File: src/rtl/btn_pkg.sv
// btn_pkg: shared definitions for the button event generator.
//   - btn_state_t : FSM state encoding (IDLE=0, PRESSED=1, LONG=2)
//   - BTN_LONG_TICKS / BTN_REPEAT_TICKS : default tick thresholds, used at the
//     top-level instantiation alongside the debouncer's DEBOUNCE_TICKS
//   - btn_max : helper for sizing the shared tick counter
package btn_pkg;

    typedef enum logic [1:0] {
        IDLE    = 2'd0,
        PRESSED = 2'd1,
        LONG    = 2'd2
    } btn_state_t;

    localparam int BTN_LONG_TICKS   = 100;
    localparam int BTN_REPEAT_TICKS = 20;

    function automatic int btn_max(input int a, input int b);
        return (a > b) ? a : b;
    endfunction

endpackage

File: src/rtl/btn_event_gen_if.sv
// btn_event_gen_if: groups the button event generator's inputs and outputs.
//   tick, clean_btn          : timebase strobe and debounced level (into the block)
//   press/release/short/long/repeat_pulse : 1-clk event pulses (out of the block)
//   held                     : level, high while a press is in progress
// Modports: master = the side driving tick/clean_btn and consuming events,
//           slave  = btn_event_gen itself.
interface btn_event_gen_if;
    logic tick;
    logic clean_btn;
    logic press_pulse;
    logic release_pulse;
    logic short_pulse;
    logic long_pulse;
    logic repeat_pulse;
    logic held;

    modport master (
        output tick, clean_btn,
        input  press_pulse, release_pulse, short_pulse, long_pulse, repeat_pulse, held
    );

    modport slave (
        input  tick, clean_btn,
        output press_pulse, release_pulse, short_pulse, long_pulse, repeat_pulse, held
    );
endinterface

File: src/rtl/btn_edge_det.sv
// btn_edge_det: registers a synchronous level and flags its edges.
// Ports:
//   clk, reset : clock, synchronous active-high reset (clears the history to 0)
//   level      : input level, already in the clk domain
//   rise, fall : combinational edge flags against last cycle's level
// Clearing the history to 0 means a level that is still high after reset is
// seen as a fresh rising edge.
module btn_edge_det (
    input  logic clk,
    input  logic reset,
    input  logic level,
    output logic rise,
    output logic fall
);
    logic level_q;

    always_ff @(posedge clk) begin
        if (reset) level_q <= 1'b0;
        else       level_q <= level;
    end

    assign rise = level & ~level_q;
    assign fall = ~level & level_q;
endmodule

File: src/rtl/btn_event_gen.sv
// btn_event_gen: turns a debounced button level into single-cycle events.
// Ports:
//   clk   : system clock
//   reset : synchronous, active-high reset (aborts any press silently)
//   bus   : btn_event_gen_if.slave -- tick/clean_btn in; press, release,
//           short, long, repeat pulses and the held level out
// Parameters: LONG_TICKS (>=2) ticks to long_pulse, REPEAT_TICKS (>=1) repeat period.
// Build option: define BTN_AUTO_REPEAT_EN to enable repeat_pulse while long-held;
// otherwise repeat_pulse is constant 0 and the counter idles in LONG.
// All outputs are registered, so every event appears the cycle after its cause.
module btn_event_gen
    import btn_pkg::*;
#(
    parameter int LONG_TICKS   = BTN_LONG_TICKS,
    parameter int REPEAT_TICKS = BTN_REPEAT_TICKS
) (
    input  logic            clk,
    input  logic            reset,
    btn_event_gen_if.slave  bus
);
    localparam int CW = $clog2(btn_max(LONG_TICKS, REPEAT_TICKS) + 1);
    localparam logic [CW-1:0] LONG_LAST = CW'(LONG_TICKS - 1);
`ifdef BTN_AUTO_REPEAT_EN
    localparam logic [CW-1:0] REP_LAST  = CW'(REPEAT_TICKS - 1);
`endif

    btn_state_t    state, state_n;
    logic [CW-1:0] cnt, cnt_n;
    logic          rise, fall;
    logic          press_n, release_n, short_n, long_n, held_n;
    logic          press_q, release_q, short_q, long_q, held_q;
`ifdef BTN_AUTO_REPEAT_EN
    logic          repeat_n, repeat_q;
`endif

    btn_edge_det u_edge (
        .clk   (clk),
        .reset (reset),
        .level (bus.clean_btn),
        .rise  (rise),
        .fall  (fall)
    );

    always_ff @(posedge clk) begin
        if (reset) begin
            state     <= IDLE;
            cnt       <= '0;
            press_q   <= 1'b0;
            release_q <= 1'b0;
            short_q   <= 1'b0;
            long_q    <= 1'b0;
            held_q    <= 1'b0;
`ifdef BTN_AUTO_REPEAT_EN
            repeat_q  <= 1'b0;
`endif
        end else begin
            state     <= state_n;
            cnt       <= cnt_n;
            press_q   <= press_n;
            release_q <= release_n;
            short_q   <= short_n;
            long_q    <= long_n;
            held_q    <= held_n;
`ifdef BTN_AUTO_REPEAT_EN
            repeat_q  <= repeat_n;
`endif
        end
    end

    always_comb begin
        state_n   = state;
        cnt_n     = cnt;
        press_n   = 1'b0;
        release_n = 1'b0;
        short_n   = 1'b0;
        long_n    = 1'b0;
`ifdef BTN_AUTO_REPEAT_EN
        repeat_n  = 1'b0;
`endif
        case (state)
            IDLE: begin
                if (rise) begin
                    state_n = PRESSED;
                    cnt_n   = '0;
                    press_n = 1'b1;
                end
            end
            PRESSED: begin
                // A fall is checked first so it beats a same-cycle threshold tick.
                if (fall) begin
                    state_n   = IDLE;
                    cnt_n     = '0;
                    release_n = 1'b1;
                    short_n   = 1'b1;
                end else if (bus.tick) begin
                    if (cnt == LONG_LAST) begin
                        state_n = LONG;
                        cnt_n   = '0;
                        long_n  = 1'b1;
                    end else if (cnt != '1) begin
                        cnt_n = cnt + 1'b1;
                    end
                end
            end
            LONG: begin
                if (fall) begin
                    state_n   = IDLE;
                    cnt_n     = '0;
                    release_n = 1'b1;
                end
`ifdef BTN_AUTO_REPEAT_EN
                else if (bus.tick) begin
                    if (cnt == REP_LAST) begin
                        cnt_n    = '0;
                        repeat_n = 1'b1;
                    end else if (cnt != '1) begin
                        cnt_n = cnt + 1'b1;
                    end
                end
`endif
            end
            default: begin
                state_n = IDLE;
                cnt_n   = '0;
            end
        endcase
        // held covers the press_pulse cycle through the release_pulse cycle.
        held_n = (state_n != IDLE) | release_n;
    end

    assign bus.press_pulse   = press_q;
    assign bus.release_pulse = release_q;
    assign bus.short_pulse   = short_q;
    assign bus.long_pulse    = long_q;
    assign bus.held          = held_q;
`ifdef BTN_AUTO_REPEAT_EN
    assign bus.repeat_pulse  = repeat_q;
`else
    assign bus.repeat_pulse  = 1'b0;
`endif
endmodule

File: src/flat_wrapper.sv
// flat-port wrapper written by rule: the top's interface ports become plain ports
module btn_event_gen_flat import btn_pkg::*;
#(
    parameter int LONG_TICKS   = BTN_LONG_TICKS,
    parameter int REPEAT_TICKS = BTN_REPEAT_TICKS
)
  (clk, reset, bus_tick, bus_clean_btn, bus_press_pulse, bus_release_pulse, bus_short_pulse, bus_long_pulse, bus_repeat_pulse, bus_held);
  btn_event_gen_if bus_i ();
  input  logic clk;
  input  logic reset;
  input wire logic [$bits(bus_i.tick)-1:0] bus_tick;
  input wire logic [$bits(bus_i.clean_btn)-1:0] bus_clean_btn;
  output wire logic [$bits(bus_i.press_pulse)-1:0] bus_press_pulse;
  output wire logic [$bits(bus_i.release_pulse)-1:0] bus_release_pulse;
  output wire logic [$bits(bus_i.short_pulse)-1:0] bus_short_pulse;
  output wire logic [$bits(bus_i.long_pulse)-1:0] bus_long_pulse;
  output wire logic [$bits(bus_i.repeat_pulse)-1:0] bus_repeat_pulse;
  output wire logic [$bits(bus_i.held)-1:0] bus_held;
  assign bus_i.tick = bus_tick;
  assign bus_i.clean_btn = bus_clean_btn;
  assign bus_press_pulse = bus_i.press_pulse;
  assign bus_release_pulse = bus_i.release_pulse;
  assign bus_short_pulse = bus_i.short_pulse;
  assign bus_long_pulse = bus_i.long_pulse;
  assign bus_repeat_pulse = bus_i.repeat_pulse;
  assign bus_held = bus_i.held;
  btn_event_gen #(.LONG_TICKS(LONG_TICKS), .REPEAT_TICKS(REPEAT_TICKS)) u_core (.clk(clk), .reset(reset), .bus(bus_i));
endmodule
File: config.mk
export PLATFORM = sky130hd
export DESIGN_NAME = btn_event_gen_flat
export DESIGN_NICKNAME = d
export VERILOG_FILES = /design/src/rtl/btn_pkg.sv /design/src/rtl/btn_event_gen_if.sv /design/src/rtl/btn_edge_det.sv /design/src/rtl/btn_event_gen.sv /design/src/flat_wrapper.sv
export SDC_FILE = /design/constraint.sdc
export NUM_CORES = 1
export LEC_CHECK = 0
export BUFFER_PORTS_ARGS = -buffer_cell sky130_fd_sc_hd__buf_2
export CAP_MARGIN = 30
export CORE_UTILIZATION = 43
export CTS_CLUSTER_DIAMETER = 100
export CTS_CLUSTER_SIZE = 14
export DETAILED_ROUTE_END_ITERATION = 8
export SLEW_MARGIN = 0
export SYNTH_ARGS = -nofsm -noshare
export SYNTH_HDL_FRONTEND = slang
export SYNTH_SLANG_ARGS = --single-unit
File: constraint.sdc
create_clock -name clk -period 1.93 [get_ports clk]
set_clock_uncertainty 0.1 [all_clocks]
set_input_delay 0.386 -clock clk [delete_from_list [all_inputs] [get_ports clk]]
set_output_delay 0.386 -clock clk [all_outputs]
set_load 0.005 [all_outputs]
Word-level counts from Yosys, hierarchy flattened
Index checks and enable logic that the tools add are counted.

word-level totals
  flip-flop bits (word level) = 15
  output and inout port bits = 6
  word-level logic and storage cells = 49

operators by class
  add/sub/neg operators = 1
  equal/unequal tests = 8
  muxes and demuxes = 17
  bitwise gates (word level) = 8
  reduce and logical (&&, ||, !) cells = 7

operators with widths
  cell                   number
  $mux W7                6
  $pmux W7 S3            1
  $mux W2                5
  $add A7 B1 Y7 const B  1
  $eq A7 B7 Y1 const B   1
  $ne A7 B7 Y1 const B   1
  $pmux W2 S3            1
  $reduce_or A2 Y1       3
  $not A1 Y1             5
  $mux W1                4
  $ne A2 B1 Y1 const B   2
  $ne A4 B1 Y1 const B   1
  $reduce_and A4 Y1      1
  $reduce_or A4 Y1       1
  $ne A3 B2 Y1 const B   1
  $and A1 B1 Y1          2
  $eq A2 B1 Y1 const B   1
  $eq A2 B2 Y1 const B   1
  $logic_not A2 Y1       1
  $reduce_bool A2 Y1     1
  $or A1 B1 Y1           1

Depth between registers and ports, before layout
  word-level depth = 7
  mapped depth = 7
  gate-level depth less buffers = 7

By module
From an unflattened synthesis, not the netlist that was laid out.

second synthesis, totals
  cell total of the unflattened synthesis = 95
  area, all modules = 793.3 um^2

modules (own cells, without submodules)
  module         times used  cells each  area an instance (um^2)  sequential area each (um^2)
  btn_event_gen  1           91          754.5                    280.3
  btn_edge_det   1           4           38.8                     20.0

Worst setup path after synthesis
Ideal clock, no wire load.

  kind = register to register
  start = reg u_core.state[0]
  end = reg u_core.held_q, in the netlist u_core.bus.held
  library setup time = 0.127 ns
  arrival time = 1.484 ns
  required time = 1.703 ns
  slack = 0.219 ns
  cell stages (with the launch flop) = 7
  path buffers = 0
  clock period less this slack = 1.711 ns
  cells stage by stage = dfxtp_1 inv_1 ha_1 a211oi_4 nor4_1 and2_4 or3_1

on the way
  word-level cells in the longest chain between the ends = 6
  elaborated cells between the ends (all ways) = 13
  classes of those cells = eq/ne (2); mux (7); bitwise (1); reduce/logical (3)

ends and longest elaborated chain
  element                   line                  RTL
  start: declaration        btn_event_gen.sv:27   btn_state_t state, state_n;
  start signal: assignment  btn_event_gen.sv:57   state <= state_n;
  $mux W2                   btn_event_gen.sv:96   if (cnt == LONG_LAST) begin
  $mux W2                   btn_event_gen.sv:95   end else if (bus.tick) begin
  $mux W2                   btn_event_gen.sv:90   if (fall) begin
  $pmux W2 S3               btn_event_gen.sv:80   case (state)
  $reduce_bool A2 Y1        btn_event_gen.sv:128  held_n = (state_n != IDLE) | release_n;
  $or A1 B1 Y1 *            btn_event_gen.sv:128
  end signal: assignment    btn_event_gen.sv:63   held_q <= held_n;
  end: declaration          btn_event_gen.sv:31   logic press_q, release_q, short_q, long_q, held_q;

Every way passes the cells marked *; elsewhere a longest branch is shown, timed or not.
A chain may end at the register's enable or synchronous reset.

Final worst setup path
  start = reg u_core.cnt[0]
  end = reg u_core.cnt[5]

on the way
  word-level cells in the longest chain between the ends = 6
  elaborated cells between the ends (all ways) = 10
  classes of those cells = add/sub (1); eq/ne (3); mux (5); reduce/logical (1)

ends and longest elaborated chain
  element                   line                  RTL
  start: declaration        btn_event_gen.sv:28   logic [CW-1:0] cnt, cnt_n;
  start signal: assignment  btn_event_gen.sv:58   cnt <= cnt_n;
  $add A7 B1 Y7             btn_event_gen.sv:101  cnt_n = cnt + 1'b1;
  $mux W7                   btn_event_gen.sv:100  end else if (cnt != '1) begin
  $mux W7                   btn_event_gen.sv:96
  $mux W7                   btn_event_gen.sv:95
  $mux W7                   btn_event_gen.sv:90
  $pmux W7 S3               btn_event_gen.sv:80

Parallel ways exist; a longest one is shown, timed or not. The select of a mux whose other input is x is not followed.

==> flow_metrics.tcl <==
set metrics [dict create \
    tritoncts "built" \
    ios 10 \
    r2r_setup_slack_ns 0.12 \
    rr_startpoint "u_core.cnt[0]$_SDFFE_PP0P_" \
    hold_path.startpoint "bus_clean_btn" \
    place.gp.congestion 0.802 \
    diodes 0 \
    areaGrowthSynthToFinish_pct 12.6 \
    core_area_mm2 0.00178 \
    grt_max_degree 11 \
    worstSkewPairLatency_ns 0.28 \
    mostFrequentLayoutCell "dfxtp_1" \
    setup_tns_ns 0 \
    initial_core_util_pct 47.3 \
    clk_pin_slew_ns 0.09 \
    timing.final.crit_share_pct 93.8 \
    wire_per_inst_um 12.2 \
    period_minus_slack_ns 1.81 \
    cap_violations 0 \
    outcome "completed" \
    h-tree-depth 1 \
    timing.critical_path.from "u_core.cnt[0]$_SDFFE_PP0P_" \
    first_global_vias 530 \
    critPathKind "reg -> reg" \
    clockBufferDepth 2 \
    setup_viol 0 \
    dpl.hpwl_um 1070 \
    portBuffers 8 \
    die_h_um 46.3 \
    final_antenna_net_count 0 \
    grt.total_usage_pct 15.9 \
    required_ns 2.03 \
    synth_top_area_share_pct 35.6 \
    async_flop_share_pct 0 \
    num_rows 15 \
    grt_pass1_wl_um 2380 \
    drc 0 \
    via_per_inst 5.21 \
    cts_root_buf "clkbuf_4" \
    synth-seq-cells 15 \
    synth_edf_count 0 \
    rsz0062_at_grt "no" \
    whs_endpoint "u_core.u_edge.level_q$_SDFF_PP0_" \
    yosys_most_used_dff "dfxtp_1" \
    finalNetCount 105 \
    postSynthNetCount 93 \
    netlist_instances 84 \
    totalWireLength_um 1470 \
    worstHoldPathCells 2 \
    firstDrtPassIters 4 \
    hp-class "in -> reg" \
    reg2regPathDepth 6 \
    power_density_mw_per_mm2 658 \
    dieArea_mm2 0.00214 \
    cp-end-kind "flip-flop" \
    synth_area_leaders "dfxtp_1, ha_1, o32ai_2" \
    drive_above_1_share_pct 32.6 \
    netlist_area_um2 843 \
    die_x_um 46.3 \
    vias 625 \
    max_freq_ghz 0.552 \
    synthDistinctLibCells 33 \
    utilization_pct 53.3 \
    seq_area_frac_synth_pct 35.6 \
    gr-total-overflow 0 \
    cp-start-kind "flip-flop" \
    final_hold_viol_count 0 \
    drv_slew 0 \
    cts.sinks 15 \
    syn_area_per_cell_um2 10.0 \
    rr_endpoint "u_core.cnt[5]$_SDFFE_PP0P_" \
    antenna_found_initial 0 \
    yosysTopAreaCell "dfxtp_1" \
    yosysWarnings 0 \
    critPathMaxFanout 7 \
    ir_worst_vdd_uv 339 \
    cts_inserted_buffers 3 \
    drtIter0Drc 10 \
    crit_arrival_ns 1.91 \
    layout_common_cells "dfxtp_1, buf_2, inv_1, a21oi_1" \
    power.leakage_nw 0.351 \
]
-- worst max-delay path by stage --
| stage | slack, ns | endpoint | cells after the start |
|---|---|---|---|
| final | 0.12 | u_core.cnt[5]$_SDFFE_PP0P_ | 6 |
| after global routing | 0.003 | u_core.cnt[6]$_SDFFE_PP0P_ | 7 |
| after CTS | 0.04 | u_core.cnt[0]$_SDFFE_PP0P_ | 7 |
| after detailed placement | 0.06 | u_core.cnt[0]$_SDFFE_PP0P_ | 7 |
| after global placement | 0.10 | u_core.cnt[4]$_SDFFE_PP0P_ | 6 |
| after floorplan | 0.22 | u_core.bus.held$_SDFF_PP0_ | 6 |
-- cell usage after synthesis, types with 2 or more instances --
| cell | n |
|---|---|
| dfxtp_1 | 15 |
| a21oi_1 | 7 |
| inv_1 | 7 |
| ha_1 | 5 |
| nand3_1 | 5 |
| or3_1 | 5 |
| nor3_1 | 3 |
| nor3b_1 | 3 |
| o32ai_2 | 3 |
| a211oi_4 | 2 |
| a31oi_1 | 2 |
| clkbuf_1 | 2 |
| nand2_1 | 2 |
| nand2b_1 | 2 |
| nand4b_1 | 2 |
| nor2_1 | 2 |
-- registers in the layout (all words and copies together) (netlist names) --
register                  cells
u_core.bus.press_pulse        1
u_core.bus.release_pulse      1
u_core.state                  2
u_core.bus.long_pulse         1
u_core.cnt                    7
u_core.bus.short_pulse        1
u_core.bus.held               1
u_core.u_edge.level_q         1
-- cell type report --
type / instances / area [um2]
Multi-Input combinational cell: 59 / 508
Inverter: 7 / 26.3
Tap cell: 25 / 31.3
Timing Repair Buffer: 10 / 55.1
Clock inverter: 1 / 5.00
Fill cell: 164 / 833
Sequential cell: 15 / 302
Clock buffer: 3 / 22.5
-- cell families after synthesis --
logic type               after synthesis  synth area share, %
other                                  1                0.445
buffers and inverters                 10                 4.90
adder cells (fa/ha/maj)                5                 7.42
AND/OR/NAND/NOR                       34                 28.5
AO/OA/AOI/OAI                         19                 23.1
flip-flops                            15                 35.6
-- stage by stage --
stage | cell area [um2] | cells | setup WS (ns) | hold slack, ns | total power [W]
after global placement | 915 | 116 | 0.102 | 0.360 | 0.000448
final | 950 | 120 | 0.119 | 0.282 | 0.000625
after floorplan | 843 | 84 | 0.219 | 0.349 | 0.000424
after global routing | 950 | 120 | 0.00343 | 0.290 | 0.000663
after detailed placement | 915 | 116 | 0.0567 | 0.375 | 0.000448
after CTS | 942 | 120 | 0.0375 | 0.270 | 0.000636
-- worst max-delay path, cell delays in order (launching register included) --
cell and delay [ns]:
dfxtp_2 0.37, ha_1 0.19, and4_1 0.24, nand3_2 0.12, a211oi_4 0.40, a21oi_1 0.10, o32ai_2 0.21
-- repair_timing --
action	in CTS	in global routing
gates resized for setup	0	3
hold buffers	0	0
setup buffers	0	0
endpoints found under the setup margin	0	6
-- layer usage --
layer / up-vias / GRT usage, % / part of all wire, %
met4: 0 / 8.82 / 0.68
met5: - / 0 / 0
li1: 328 / - / -
met1: 288 / 24.8 / 54
met3: 2 / 2.35 / 1.6
met2: 7 / 20.0 / 44
-- report_power, final --
group	internal [W]	switching, W	total, W
Combinational	0.0000485	0.0000708	0.000119
Clock	0.0000769	0.000105	0.000181
Sequential	0.000319	0.00000570	0.000324
Total	0.000444	0.000181	0.000625
No activity file was read; power rests on OpenSTA's default activity.
